## src/rtl/flag_unit.sv

```systemverilog
// ---------------------------------------------------------------------------
// flag_unit
//
// Purpose:
//   FLAG register and branch-condition evaluator for the Execute stage.
//   It derives N/V/Z from the ALU operands and result. It holds them in a
//   stateful register that each opcode updates through its own mask. It keeps
//   a one-entry checkpoint that is restored on a pipeline flush. It resolves
//   the eight branch conditions.
//
// Configuration macro:
//   FLAG_BYPASS_EN - when defined, br_taken_o evaluates the next-state flags:
//                    a committing update is merged through its mask. A branch
//                    in the same cycle as the flag-setting ALU op therefore
//                    sees the new flags. When undefined, br_taken_o evaluates
//                    the registered flags only.
//
// Ports:
//   clk           in   rising-edge clock
//   rst_n         in   asynchronous active-low reset
//   ex_valid_i    in   ALU result on ex_* is valid this cycle
//   ex_opcode_i   in   [3:0] opcode (ADD 0, SUB 1, XOR 2, RED 3, SLL 4,
//                      SRA 5, ROR 6, PADDSB 7, others non-ALU)
//   ex_op_a_i     in   [WIDTH-1:0] ALU operand A
//   ex_op_b_i     in   [WIDTH-1:0] ALU operand B
//   ex_result_i   in   [WIDTH-1:0] ALU result as written back (ADD/SUB saturated)
//   stall_i       in   hold all state this cycle
//   flush_i       in   squash the in-flight update and restore the checkpoint
//   ckpt_i        in   snapshot the FLAG register (a branch was issued)
//   br_cond_i     in   [2:0] branch condition code
//   flags_o       out  [2:0] FLAG register {N, V, Z}
//   br_taken_o    out  branch condition is true (combinational)
//   ckpt_valid_o  out  the checkpoint holds a snapshot
//
// Qualifiers: there is no backpressure. An ALU update is accepted in any cycle
// where ex_valid_i & ~stall_i & ~flush_i holds. A checkpoint is accepted under
// ckpt_i & ~stall_i & ~flush_i. flush_i takes priority over everything else.
// ---------------------------------------------------------------------------
module flag_unit #(
  parameter int WIDTH = 16
) (
  input  logic             clk,
  input  logic             rst_n,
  input  logic             ex_valid_i,
  input  logic [3:0]       ex_opcode_i,
  input  logic [WIDTH-1:0] ex_op_a_i,
  input  logic [WIDTH-1:0] ex_op_b_i,
  input  logic [WIDTH-1:0] ex_result_i,
  input  logic             stall_i,
  input  logic             flush_i,
  input  logic             ckpt_i,
  input  logic [2:0]       br_cond_i,
  output logic [2:0]       flags_o,
  output logic             br_taken_o,
  output logic             ckpt_valid_o
);

  localparam logic [3:0] OP_ADD = 4'b0000;
  localparam logic [3:0] OP_SUB = 4'b0001;
  localparam logic [3:0] OP_XOR = 4'b0010;
  localparam logic [3:0] OP_SLL = 4'b0100;
  localparam logic [3:0] OP_SRA = 4'b0101;
  localparam logic [3:0] OP_ROR = 4'b0110;

  // Bit positions inside the {N, V, Z} vector
  localparam int FN = 2;
  localparam int FV = 1;
  localparam int FZ = 0;

  logic [2:0]       flags_q, flags_d;
  logic [2:0]       shadow_q, shadow_d;
  logic             ckpt_valid_q, ckpt_valid_d;

  logic [WIDTH-1:0] raw_add, raw_sub;
  logic             a_msb, b_msb;
  logic             v_add, v_sub;
  logic             wr_n, wr_v, wr_z;
  logic             v_new;
  logic [2:0]       upd_flags;
  logic             commit;
  logic [2:0]       eval_flags;

  // V comes from the wrapped raw value. ex_result_i may already be saturated,
  // so the overflow cannot be seen in the result itself.
  assign raw_add = ex_op_a_i + ex_op_b_i;
  assign raw_sub = ex_op_a_i - ex_op_b_i;
  assign a_msb   = ex_op_a_i[WIDTH-1];
  assign b_msb   = ex_op_b_i[WIDTH-1];
  assign v_add   = (a_msb == b_msb) & (raw_add[WIDTH-1] != a_msb);
  assign v_sub   = (a_msb != b_msb) & (raw_sub[WIDTH-1] != a_msb);

  // Per-opcode write mask
  always_comb begin
    wr_n  = 1'b0;
    wr_v  = 1'b0;
    wr_z  = 1'b0;
    v_new = 1'b0;
    case (ex_opcode_i)
      OP_ADD: begin
        wr_n  = 1'b1;
        wr_v  = 1'b1;
        wr_z  = 1'b1;
        v_new = v_add;
      end
      OP_SUB: begin
        wr_n  = 1'b1;
        wr_v  = 1'b1;
        wr_z  = 1'b1;
        v_new = v_sub;
      end
      OP_XOR, OP_SLL, OP_SRA, OP_ROR: wr_z = 1'b1;
      default: ;
    endcase
  end

  // Merge the new bits over the current register; bits outside the mask keep their value
  assign upd_flags[FN] = wr_n ? ex_result_i[WIDTH-1]    : flags_q[FN];
  assign upd_flags[FV] = wr_v ? v_new                   : flags_q[FV];
  assign upd_flags[FZ] = wr_z ? (ex_result_i == '0)     : flags_q[FZ];

  assign commit = ex_valid_i & ~stall_i & ~flush_i;

  // Next-state logic
  always_comb begin
    flags_d      = flags_q;
    shadow_d     = shadow_q;
    ckpt_valid_d = ckpt_valid_q;
    if (flush_i) begin
      // Flush overrides stall and discards any same-cycle update or ckpt
      if (ckpt_valid_q) flags_d = shadow_q;
      ckpt_valid_d = 1'b0;
    end else if (!stall_i) begin
      if (ckpt_i) begin
        // The snapshot takes the value before this cycle's update
        shadow_d     = flags_q;
        ckpt_valid_d = 1'b1;
      end
      if (commit) flags_d = upd_flags;
    end
  end

  always_ff @(posedge clk or negedge rst_n) begin
    if (!rst_n) begin
      flags_q      <= 3'b000;
      shadow_q     <= 3'b000;
      ckpt_valid_q <= 1'b0;
    end else begin
      flags_q      <= flags_d;
      shadow_q     <= shadow_d;
      ckpt_valid_q <= ckpt_valid_d;
    end
  end

`ifdef FLAG_BYPASS_EN
  // Forward only a committing update. A flush restore is not forwarded.
  assign eval_flags = commit ? upd_flags : flags_q;
`else
  assign eval_flags = flags_q;
`endif

  // Branch condition decode
  always_comb begin
    br_taken_o = 1'b0;
    case (br_cond_i)
      3'b000: br_taken_o = ~eval_flags[FZ];
      3'b001: br_taken_o =  eval_flags[FZ];
      3'b010: br_taken_o = ~eval_flags[FZ] & ~eval_flags[FN];
      3'b011: br_taken_o =  eval_flags[FN];
      3'b100: br_taken_o =  eval_flags[FZ] | ~eval_flags[FN];
      3'b101: br_taken_o =  eval_flags[FN] |  eval_flags[FZ];
      3'b110: br_taken_o =  eval_flags[FV];
      default: br_taken_o = 1'b1;
    endcase
  end

  assign flags_o      = flags_q;
  assign ckpt_valid_o = ckpt_valid_q;

endmodule

```

## config.mk

```make
export PLATFORM = sky130hd
export DESIGN_NAME = flag_unit
export DESIGN_NICKNAME = d
export VERILOG_FILES = /design/src/rtl/flag_unit.sv
export SDC_FILE = /design/constraint.sdc
export NUM_CORES = 1
export LEC_CHECK = 0
export ABC_AREA = 1
export BUFFER_PORTS_ARGS = -buffer_cell sky130_fd_sc_hd__clkbuf_2
export CAP_MARGIN = 30
export CELL_PAD_IN_SITES_DETAIL_PLACEMENT = 2
export CELL_PAD_IN_SITES_GLOBAL_PLACEMENT = 2
export CORE_UTILIZATION = 23
export CTS_CLUSTER_SIZE = 25
export DETAILED_ROUTE_END_ITERATION = 10
export GPL_TIMING_DRIVEN = 0
export PLACE_DENSITY_LB_ADDON = 0.1
export SYNTH_ARGS = -nofsm -noshare
export SYNTH_HDL_FRONTEND = slang
export SYNTH_SLANG_ARGS = --single-unit
```

## constraint.sdc

```tcl
create_clock -name clk -period 1.5 [get_ports clk]
set_input_delay 0.3 -clock clk [delete_from_list [all_inputs] [get_ports clk]]
set_output_delay 0.3 -clock clk [all_outputs]
set_load 0.03 [all_outputs]
```

# Yosys cells after proc, flatten, opt, wreduce, memory -nomap -nowiden
# Index checks and enable logic that the tools add are counted.
word_totals:
  regBits: 7
  word_cells: 61
  inputBits: 61
  out_inout_bits: 5
classes:
  add_sub_neg: 2
  n_reduce_logical: 13
  eq_ne: 17
  mux: 14
  bitwise: 11
ops:
  columns: ["operator", "count"]
  rows:
  - ["$add A16 B16 Y16", 1]
  - ["$logic_not A16 Y1", 1]
  - ["$sub A16 B16 Y16", 1]
  - ["$eq A4 B3 Y1 const B", 3]
  - ["$mux W3", 4]
  - ["$eq A3 B3 Y1 const B", 3]
  - ["$mux W1", 8]
  - ["$reduce_and A4 Y1", 2]
  - ["$reduce_bool A2 Y1", 4]
  - ["$pmux W1 S7", 1]
  - ["$eq A3 B2 Y1 const B", 2]
  - ["$reduce_or A6 Y1", 1]
  - ["$and A1 B1 Y1", 5]
  - ["$eq A4 B1 Y1 const B", 1]
  - ["$eq A4 B2 Y1 const B", 1]
  - ["$logic_not A4 Y1", 1]
  - ["$ne A2 B1 Y1 const B", 2]
  - ["$not A1 Y1", 4]
  - ["$eq A3 B1 Y1 const B", 1]
  - ["$logic_not A3 Y1", 1]
  - ["$ne A1 B1 Y1", 3]
  - ["$reduce_and A3 Y1", 1]
  - ["$or A1 B1 Y1", 2]
  - ["$pmux W1 S2", 1]
  - ["other kinds (3)", 3]

# Logic depth before layout (Yosys ltp)
# Gate-level depths: netlist (run 1).
depth:
  ltp_word: 8
  depth_mapped: 15
  depth_no_buf: 15

# Least setup slack after synthesis (run 1)
# Ideal clock, no wire load.
synth_path:
  path_kind: "register -> output"
  from: "register flags_q[0], in the netlist flags_o[0]"
  to: "output port br_taken_o"
  t_required_ns: 1.200
  arrival_ns: 1.645
  path_buffers: 0
  setup_slack_ns: -0.445
  stages_incl_launch_ff: 5
  cell_sequence: "dfrtp_1 inv_1 o21ai_0 nor3_1 o31ai_1"
synth_between:
  elab_chain_cells: 3
  elab_cells_between_ends: 5
  classes_between: "1 x mux; 4 x bitwise"
synth_lines:
  columns: ["item", "line_no", "source"]
  rows:
  - ["start: declaration", "70", "logic [2:0] flags_q, flags_d;"]
  - ["start signal: assignment", "148", "flags_q <= flags_d;"]
  - ["$not A1 Y1", "165, 167", null]
  - ["$and A1 B1 Y1", "167", "3'b010: br_taken_o = ~eval_flags[FZ] & ~eval_flags[FN];"]
  - ["$pmux W1 S7 *", "164", "case (br_cond_i)"]
  - ["end: declaration", "54", "output logic br_taken_o,"]
# Every way passes the cells marked *; elsewhere a longest branch is shown, timed or not.

# Worst setup path in the final report (run 1)
# Same ends and word-level chain as after synthesis.

==> results of run 1 <==
[path summary, 6_finish.rpt]
| check | slack [ns] | end | depth (start not counted) | start |
|---|---|---|---|---|
| worst min-delay path | 0.35 | flags_o[2] | 3 | ex_result_i[15] |
| worst max-delay path | -0.12 | br_taken_o | 5 | flags_o[0] |
| worst max register to register | 0.52 | flags_o[1] | 6 | ckpt_valid_o |
| worst min register to register | 0.51 | shadow_q[2] | 2 | shadow_q[2] |
| max in group asynchronous | 0.87 | flags_o[0] | 2 | rst_n |
| min in group asynchronous | 0.45 | ckpt_valid_o | 2 | rst_n |
[routing by layer]
metal	share of wire [%]	GRT usage [%]	wire [um]	up-vias
met1	42	15.7	1650	691
met3	6.1	3.08	241	5
met5	0	0	0	-
li1	-	-	-	776
met4	1.2	3.70	47	0
met2	51	26.5	2010	47
[final cells by class]
cell class                      count  area (um2)  share of cell area, %
Sequential cell                     7         176                   9.13
Tap cell                           70        87.6                   4.53
Timing Repair Buffer               69         395                   20.5
Inverter                           44         170                   8.81
Clock buffer                        4        45.0                   2.33
Multi-Input combinational cell    150        1060                   54.7
[kinds of logic after synthesis]
group / after synthesis / share of synthesized area, %
flops: 7 / 14.2
simple gates: 97 / 32.5
fa+ha+maj: 28 / 28.4
buf+inv: 44 / 13.4
compound gates: 25 / 11.5
[critical path, stage by stage (launching register included)]
cell      delay [ns]
dfrtp_2         0.41
inv_4           0.07
o21ai_2         0.06
o211ai_1        0.25
o31ai_4         0.11
clkbuf_8        0.17
[per-stage QoR]
stage / cell area, um2 / setup TNS (ns) / instances / setup WS, ns
2_1_floorplan: 1250 / 0 / 201 / 0.0172
3_3_place_gp: 1660 / -0.251 / 336 / -0.251
3_5_place_dp: 1660 / -0.298 / 336 / -0.270
4_1_cts: 1770 / -0.146 / 342 / -0.146
5_1_grt: 1930 / -0.238 / 344 / -0.169
6_report: 1930 / -0.117 / 344 / -0.117
[power by group]
group,switching [mW],internal [mW]
Sequential,0.0370,0.233
Clock,0.0856,0.184
Combinational,0.336,0.269
Total,0.458,0.687
[layout by cell type (no fill, tap or decap), drive strengths merged, types with 2 or more instances in the layout]
cell / count
ha: 28
nor3: 4
clkbuf: 65
nand3: 7
a21o: 2
buf: 7
nand2: 63
o21ai: 7
nor4: 4
nor2: 17
inv: 44
dfrtp: 7
a21oi: 12
[state kept, by name, indices dropped and copies added (netlist names)]
| register | count |
|---|---|
| flags_o | 3 |
| shadow_q | 3 |
| ckpt_valid_o | 1 |
[timing repair]
| item | in CTS | in global routing |
|---|---|---|
| hold endpoints to repair | 7 | 0 |
| resized for setup | 8 | 32 |
| endpoints found under the setup margin | 2 | 2 |
| pin swaps | 1 | 15 |
| setup buffers | 1 | 2 |
| hold buffers | 1 | 0 |
==> results.json, run 1 <==
{
  "area_delta_synth_final_pct": 56.8,
  "drc": 0,
  "p_leak_nw": 1.11,
  "synth.net_count": 290,
  "cp.arrival_ns": 1.32,
  "synth-seq-cells": 7,
  "hold_slack_ns": 0.350,
  "yosysUniqueCellTypes": 22,
  "crit_type": "flop to output pin",
  "syn-instance-count": 201,
  "cts.sinks": 7,
  "hold_viol_final": 0,
  "slew_violations": 0,
  "ant_nets": 0,
  "min_period_over_period_pct": 108,
  "drt-initial-drc-count": 16,
  "start_util_pct": 24.0,
  "fin_skew_ns": 0.000596,
  "cp_max_fo": 3,
  "async_flop_share_pct": 100,
  "setup_viol": 1,
  "nets": 364,
  "via_per_inst": 4.42,
  "die_w_um": 75.2,
  "violations": "setup timing",
  "synth_top_area_share_pct": 28.4,
  "worstMarginPinSlew_ns": 0.281,
  "slew_headroom_pct": 81.2,
  "grt_max_degree": 8,
  "clock_latency_ns": 0.23,
  "rows": 26,
  "io_pins": 66,
  "syn_area_um2": 1230,
  "post_synth.cell_area_avg_um2": 6.13,
  "fill_cells": 670,
  "ys_seq_area_share_pct": 14.2,
  "cts_tree": "built",
  "total_power_mw": 1.15,
  "crit_required_ns": 1.20,
  "core_um2": 5140,
  "htreeDepth": 1,
  "wirelength_mm": 3.96,
  "grt_usage_pct": 14.0,
  "peakVddDrop_uv": 252,
  "cts.path.max_buffers": 2,
  "fmax_mhz": 618,
  "crit_path_end_kind": "output pin",
  "drt-wirelength-per-cell_um": 11.5,
  "fp.dieH_um": 75.2,
  "start_kind": "flop",
  "antenna_cells": 0,
  "cts_root_buf": "clkbuf_8",
  "gp_congestion": 0.642,
  "grt_pass1_wl_mm": 6.15,
  "yosys_most_used_dff": "dfrtp_1",
  "die_area_um2": 5660,
  "synth_warnings": 0,
  "antenna_found_initial": 0,
  "numCtsBuffers": 3,
  "first_pass_iters": 2,
  "setup_ws_ns": -0.117,
  "hpwl_mm": 3.32,
  "ys_top_cells_by_area": "ha_1 28%, nand2_1 19%, dfrtp_1 14%",
  "final_util_pct": 37.6,
  "yosysTopAreaCell": "ha_1",
  "num_vias": 1519,
  "io_buffers": 65,
  "path_clk_slew_ns": 0.04,
  "status": "finished, violations left",
  "synth.most_common_cell": "nand2_1",
  "synth-edff-count": 0,
  "rsz0062_at_grt": "true",
  "synth_common_cells": "63 x nand2_1, 41 x inv_1, 28 x ha_1",
  "min_path_type": "primary input to flop",
  "grt_overflow_total": 0,
  "drive_above_1_share_pct": 37.2,
  "maxCapViolCount": 0,
  "fin_crit_ns": 1.62,
  "powerDensity_nw_per_um2": 593,
  "grt_pass1_vias": 1608
}
No activity file was read; power rests on OpenSTA's default activity.
==> inputs of run 2 (changes only) <==
==> constraint.sdc (replaced) <==
create_clock -name clk -period 1.97 [get_ports clk]
set_input_delay 0.394 -clock clk [delete_from_list [all_inputs] [get_ports clk]]
set_output_delay 0.394 -clock clk [all_outputs]
set_load 0.03 [all_outputs]
==> run 2 against run 1 <==
Net effect: the run now ends clean; register-to-register slack improved by 0.46 ns; power down 33%; routed wire length fell by 11%.
==> results.json, run 2 (synthesized netlist as in run 1, its figures left out) <==
{
  "fmax_mhz": 557,
  "min_path_type": "primary input to flop",
  "cts_setup_buffers": 0,
  "place_area_um2": 1650,
  "grt_overflow_total": 0,
  "antenna_found_initial": 0,
  "drc": 0,
  "grt_pass1_vias": 1494,
  "maxCapViolCount": 0,
  "wirelength_mm": 3.54,
  "antenna_cells": 0,
  "hpwl_mm": 3.27,
  "layout_commonest_cell": "clkbuf_2",
  "slowest_delay_ns": 0.33,
  "drt-initial-drc-count": 6,
  "peakVddDrop_uv": 187,
  "grt_pass1_wl_mm": 5.76,
  "drive_above_1_share_pct": 27.7,
  "cts.sinks": 7,
  "die_area_um2": 5660,
  "crit_type": "flop to output pin",
  "fp.dieH_um": 75.2,
  "setup_viol": 0,
  "cts_tree": "built",
  "p_leak_nw": 1.07,
  "crit_end": "br_taken_o",
  "cp.arrival_ns": 1.40,
  "grt_max_degree": 8,
  "start_util_pct": 24.0,
  "numCtsBuffers": 3,
  "io_pins": 66,
  "die_w_um": 75.2,
  "worstMarginPinSlew_ns": 0.272,
  "core_um2": 5140,
  "fin_area_um2": 1710,
  "tns_ns": 0,
  "via_per_inst": 4.31,
  "cts_root_buf": "clkbuf_8",
  "rows": 26,
  "fin_skew_ns": 0.000640,
  "grt_usage_pct": 13.0,
  "num_vias": 1471,
  "path_clk_slew_ns": 0.04,
  "crit_path_end_kind": "output pin",
  "reg2reg_depth": 6,
  "r2r_end": "flags_o[1]",
  "cts.path.max_buffers": 2,
  "start_kind": "flop",
  "status": "complete, no violations",
  "powerDensity_nw_per_um2": 453,
  "slew_headroom_pct": 81.6,
  "critPathSlowestCell": "dfrtp_1",
  "first_pass_iters": 4,
  "layout_common_cells": "65 x clkbuf_2, 63 x nand2_1, 41 x inv_1",
  "nets": 361,
  "crit_chain": "inv_1, o21ai_0, nor3_1, o31ai_2, clkbuf_2",
  "rsz0062_at_grt": "false",
  "total_power_mw": 0.773,
  "gp_congestion": 0.653,
  "area_delta_synth_final_pct": 38.4,
  "slew_violations": 0,
  "hold_slack_ns": 0.438,
  "hold_viol_final": 0,
  "r2r_slack_ns": 0.98,
  "cp_max_fo": 5,
  "reg2reg_from": "ckpt_valid_o",
  "ant_nets": 0,
  "instances_no_fill": 341,
  "cts_resized": 0,
  "dpl.cell_count": 336,
  "clock_latency_ns": 0.23,
  "crit_required_ns": 1.58,
  "htreeDepth": 1,
  "min_period_over_period_pct": 91.2,
  "io_buffers": 65,
  "crit_path_start": "flags_o[0]",
  "drt-wirelength-per-cell_um": 10.4,
  "fin_crit_ns": 1.80,
  "postCtsHoldBufs": 1
}
==> run 2: report_power, final <==
part           leakage, nW  internal [mW]  switching, mW
logic                0.963          0.149          0.220
clock network       0.0228          0.140         0.0630
registers           0.0870          0.177         0.0241
==> run 2: worst min path at each step <==
| stage | start | end | slack, ns | cells past startpoint |
|---|---|---|---|---|
| floorplan | rst_n | ckpt_valid_o | 0.1 | 0 |
| global placement | rst_n | flags_o[2] | 0.24 | 1 |
| detailed placement | rst_n | flags_o[2] | 0.24 | 1 |
| CTS | ex_result_i[15] | flags_o[2] | 0.44 | 3 |
| global route | ex_result_i[15] | flags_o[2] | 0.47 | 3 |
| finish | ex_result_i[15] | flags_o[2] | 0.44 | 3 |
==> run 2: layer usage <==
| metal | part of all wire, % | wire length [um] | vias to the layer above | GRT usage (%) |
|---|---|---|---|---|
| met5 | 0 | 0 | - | 0 |
| met4 | 0.17 | 6 | 0 | 2.47 |
| met3 | 6.1 | 216 | 2 | 2.28 |
| met2 | 49 | 1730 | 46 | 24.5 |
| met1 | 45 | 1580 | 655 | 15.3 |
| li1 | - | - | 768 | - |
==> run 2: cell type report <==
| type | instances | area (um2) |
|---|---|---|
| flip-flops and latches | 7 | 175 |
| fillers | 683 | 3430 |
| well taps | 70 | 87.6 |
| multi-input cells | 150 | 897 |
| repair buffers | 66 | 335 |
| inverters | 44 | 165 |
| clock buffers | 4 | 45.0 |
==> run 2: metrics by stage <==
stage	setup slack, ns	utilization, %
floorplan	0.179	-
finish	0.174	33.2
global placement	0.128	32.1
CTS	0.167	33.2
global route	0.0786	33.2
detailed placement	0.111	32.1
==> run 2: worst max-delay path: cells and delay by family (launching register included) <==
kind                   cells  cell delay [ns]
AOI/OAI and AO/OA          2             0.42
buffers and inverters      2             0.32
DFF                        1             0.33
and+or+nand+nor            1             0.09
==> inputs of run 3 (changes only) <==
--- a/config.mk
+++ b/config.mk
@@ -5,12 +5,11 @@
 export SDC_FILE = /design/constraint.sdc
 export NUM_CORES = 1
 export LEC_CHECK = 0
-export ABC_AREA = 1
 export BUFFER_PORTS_ARGS = -buffer_cell sky130_fd_sc_hd__clkbuf_2
 export CAP_MARGIN = 30
 export CELL_PAD_IN_SITES_DETAIL_PLACEMENT = 2
 export CELL_PAD_IN_SITES_GLOBAL_PLACEMENT = 2
-export CORE_UTILIZATION = 23
+export CORE_UTILIZATION = 25
 export CTS_CLUSTER_SIZE = 25
 export DETAILED_ROUTE_END_ITERATION = 10
 export GPL_TIMING_DRIVEN = 0
==> constraint.sdc (replaced) <==
create_clock -name clk -period 2.3 [get_ports clk]
set_input_delay 0.46 -clock clk [delete_from_list [all_inputs] [get_ports clk]]
set_output_delay 0.46 -clock clk [all_outputs]
set_load 0.03 [all_outputs]
==> run 3 against run 2 <==
Net effect: combinational power down 20%; hold slack got worse by 0.37 ns; critical path type is now primary input to flop; critical path depth grew 4; routed wire length down 3.9%; cell area shrank 7.9%; worst setup slack better by 0.082 ns; sequential power fell by 7%; synthesized cell count decreased by 30%; register-to-register slack worse by 0.07 ns; synthesized area is 7.8% lower.
==> results.json, run 3 <==
{
  "fp.dieH_um": 69.4,
  "worstMarginPinSlew_ns": 0.523,
  "io_buffers": 65,
  "antenna_cells": 0,
  "hpwl_mm": 3.14,
  "synth_top_area_share_pct": 30.8,
  "cts_root_buf": "clkbuf_8",
  "rsz0062_at_grt": "false",
  "layout_common_cells": "65 x clkbuf_2, 28 x ha_1, 22 x inv_1",
  "fin_crit_ns": 2.04,
  "fin_area_um2": 1570,
  "synth.net_count": 230,
  "grt_pass1_vias": 1386,
  "powerDensity_nw_per_um2": 418,
  "tns_ns": 0,
  "r2r_end": "flags_o[1]",
  "maxCapViolCount": 0,
  "via_per_inst": 4.91,
  "yosys_most_used_dff": "dfrtp_1",
  "slew_headroom_pct": 64.8,
  "path_clk_slew_ns": 0.04,
  "start_util_pct": 26.1,
  "wirelength_mm": 3.40,
  "fmax_mhz": 489,
  "async_flop_share_pct": 100,
  "fin_skew_ns": 0.000731,
  "num_vias": 1287,
  "drt-initial-drc-count": 12,
  "ant_nets": 0,
  "slew_violations": 0,
  "crit_type": "primary input to flop",
  "drt-wirelength-per-cell_um": 13.0,
  "grt_usage_pct": 13.9,
  "setup_viol": 0,
  "cp_max_fo": 4,
  "min_period_over_period_pct": 88.9,
  "ys_top_cells_by_area": "ha_1 31%, dfrtp_1 15%, inv_1 7.3%",
  "synth-edff-count": 0,
  "grt_pass1_wl_mm": 5.64,
  "drc": 0,
  "start_kind": "primary input",
  "peakVddDrop_uv": 144,
  "synth.most_common_cell": "ha_1",
  "nets": 300,
  "drive_above_1_share_pct": 33.8,
  "crit_path_end_kind": "flop",
  "min_path_type": "primary input to asynchronous set/reset pin",
  "hold_viol_final": 0,
  "fill_cells": 524,
  "yosysUniqueCellTypes": 32,
  "die_area_um2": 4820,
  "gp_congestion": 0.744,
  "die_w_um": 69.4,
  "clock_latency_ns": 0.22,
  "numCtsBuffers": 3,
  "cts.path.max_buffers": 2,
  "postCtsHoldBufs": 0,
  "reg2reg_depth": 4,
  "place_area_um2": 1530,
  "cts.sinks": 7,
  "syn-instance-count": 141,
  "area_delta_synth_final_pct": 38.3,
  "crit_required_ns": 2.39,
  "layout_commonest_cell": "clkbuf_2",
  "htreeDepth": 1,
  "p_leak_nw": 0.893,
  "synth_common_cells": "28 x ha_1, 22 x inv_1, 13 x a21oi_1",
  "core_um2": 4350,
  "grt_max_degree": 9,
  "cts_tree": "built",
  "antenna_found_initial": 0,
  "cp.arrival_ns": 2.14,
  "synth-seq-cells": 7,
  "reg2reg_from": "ckpt_valid_o",
  "post_synth.cell_area_avg_um2": 8.06,
  "io_pins": 66,
  "first_pass_iters": 2,
  "grt_overflow_total": 0,
  "ys_seq_area_share_pct": 15.4,
  "r2r_slack_ns": 0.91,
  "yosysTopAreaCell": "ha_1",
  "syn_area_um2": 1140,
  "status": "complete, no violations",
  "synth_warnings": 0,
  "rows": 24
}
## run 3: power by group
part	switching [mW]	total, mW	internal [mW]
sequential	0.0307	0.187	0.157
combinational	0.161	0.297	0.136
clock	0.0522	0.172	0.120
total	0.244	0.656	0.412
## run 3: area by class of cell
| class | count | area [um2] | share of cell area [%] |
|---|---|---|---|
| multi-input cells | 112 | 878 | 55.9 |
| repair buffers | 65 | 325 | 20.7 |
| inverters | 22 | 82.6 | 5.25 |
| flip-flops and latches | 7 | 175 | 11.1 |
| well taps | 52 | 65.1 | 4.14 |
| clock buffers | 4 | 45.0 | 2.87 |
## run 3: what timing repair did
action / 4_1_cts / 5_1_grt
setup endpoints to repair: 0 / 1
resized for setup: 0 / 1
setup buffers: 0 / 0
## run 3: through the flow
| step | utilization [%] | setup slack [ns] | hold WS, ns | instances | total power, mW |
|---|---|---|---|---|---|
| after floorplan | - | 0.258 | 0.164 | 141 | 0.359 |
| final | 36.1 | 0.256 | 0.0679 | 262 | 0.656 |
| after CTS | 36.1 | 0.180 | 0.0672 | 262 | 0.670 |
| after global placement | 35.1 | -0.0488 | 0.302 | 258 | 0.472 |
| after global routing | 36.1 | 0.0609 | 0.0778 | 262 | 0.707 |
| after detailed placement | 35.1 | -0.0638 | 0.309 | 258 | 0.493 |
## run 3: how the worst max path moves through the flow
stage	cells past startpoint	start	slack, ns	endpoint
final	9	ex_op_b_i[4]	0.26	flags_o[1]
after global routing	10	ex_op_b_i[2]	0.06	flags_o[1]
after CTS	10	ex_op_b_i[2]	0.18	flags_o[1]
after detailed placement	9	ex_op_b_i[4]	-0.06	flags_o[1]
after global placement	10	ex_op_b_i[2]	-0.05	flags_o[1]
after floorplan	8	ex_op_b_i[4]	0.26	flags_o[1]
## run 3: per-layer routing
layer	up-vias	global-route usage, %	routed length (um)
met5	-	0	0
met4	0	2.72	8
met3	2	2.33	221
met2	45	25.5	1680
met1	585	17.1	1490
li1	655	-	-
## run 3: kinds of logic after synthesis
logic type / count (synthesis) / synth area share [%]
DFF: 7 / 15.4
buffers and inverters: 22 / 7.27
muxes: 6 / 5.62
adders and majority gates: 28 / 30.8
and+or+nand+nor: 40 / 19.2
AOI/OAI and AO/OA: 38 / 21.7
## run 3: critical path, stage by stage
cell and delay, ns:
clkbuf_2 0.10, inv_1 0.04, ha_1 0.32, or4_1 0.53, nor2_1 0.12, o311ai_1 0.11
o2111ai_1 0.15, mux2i_1 0.21, a31oi_1 0.11
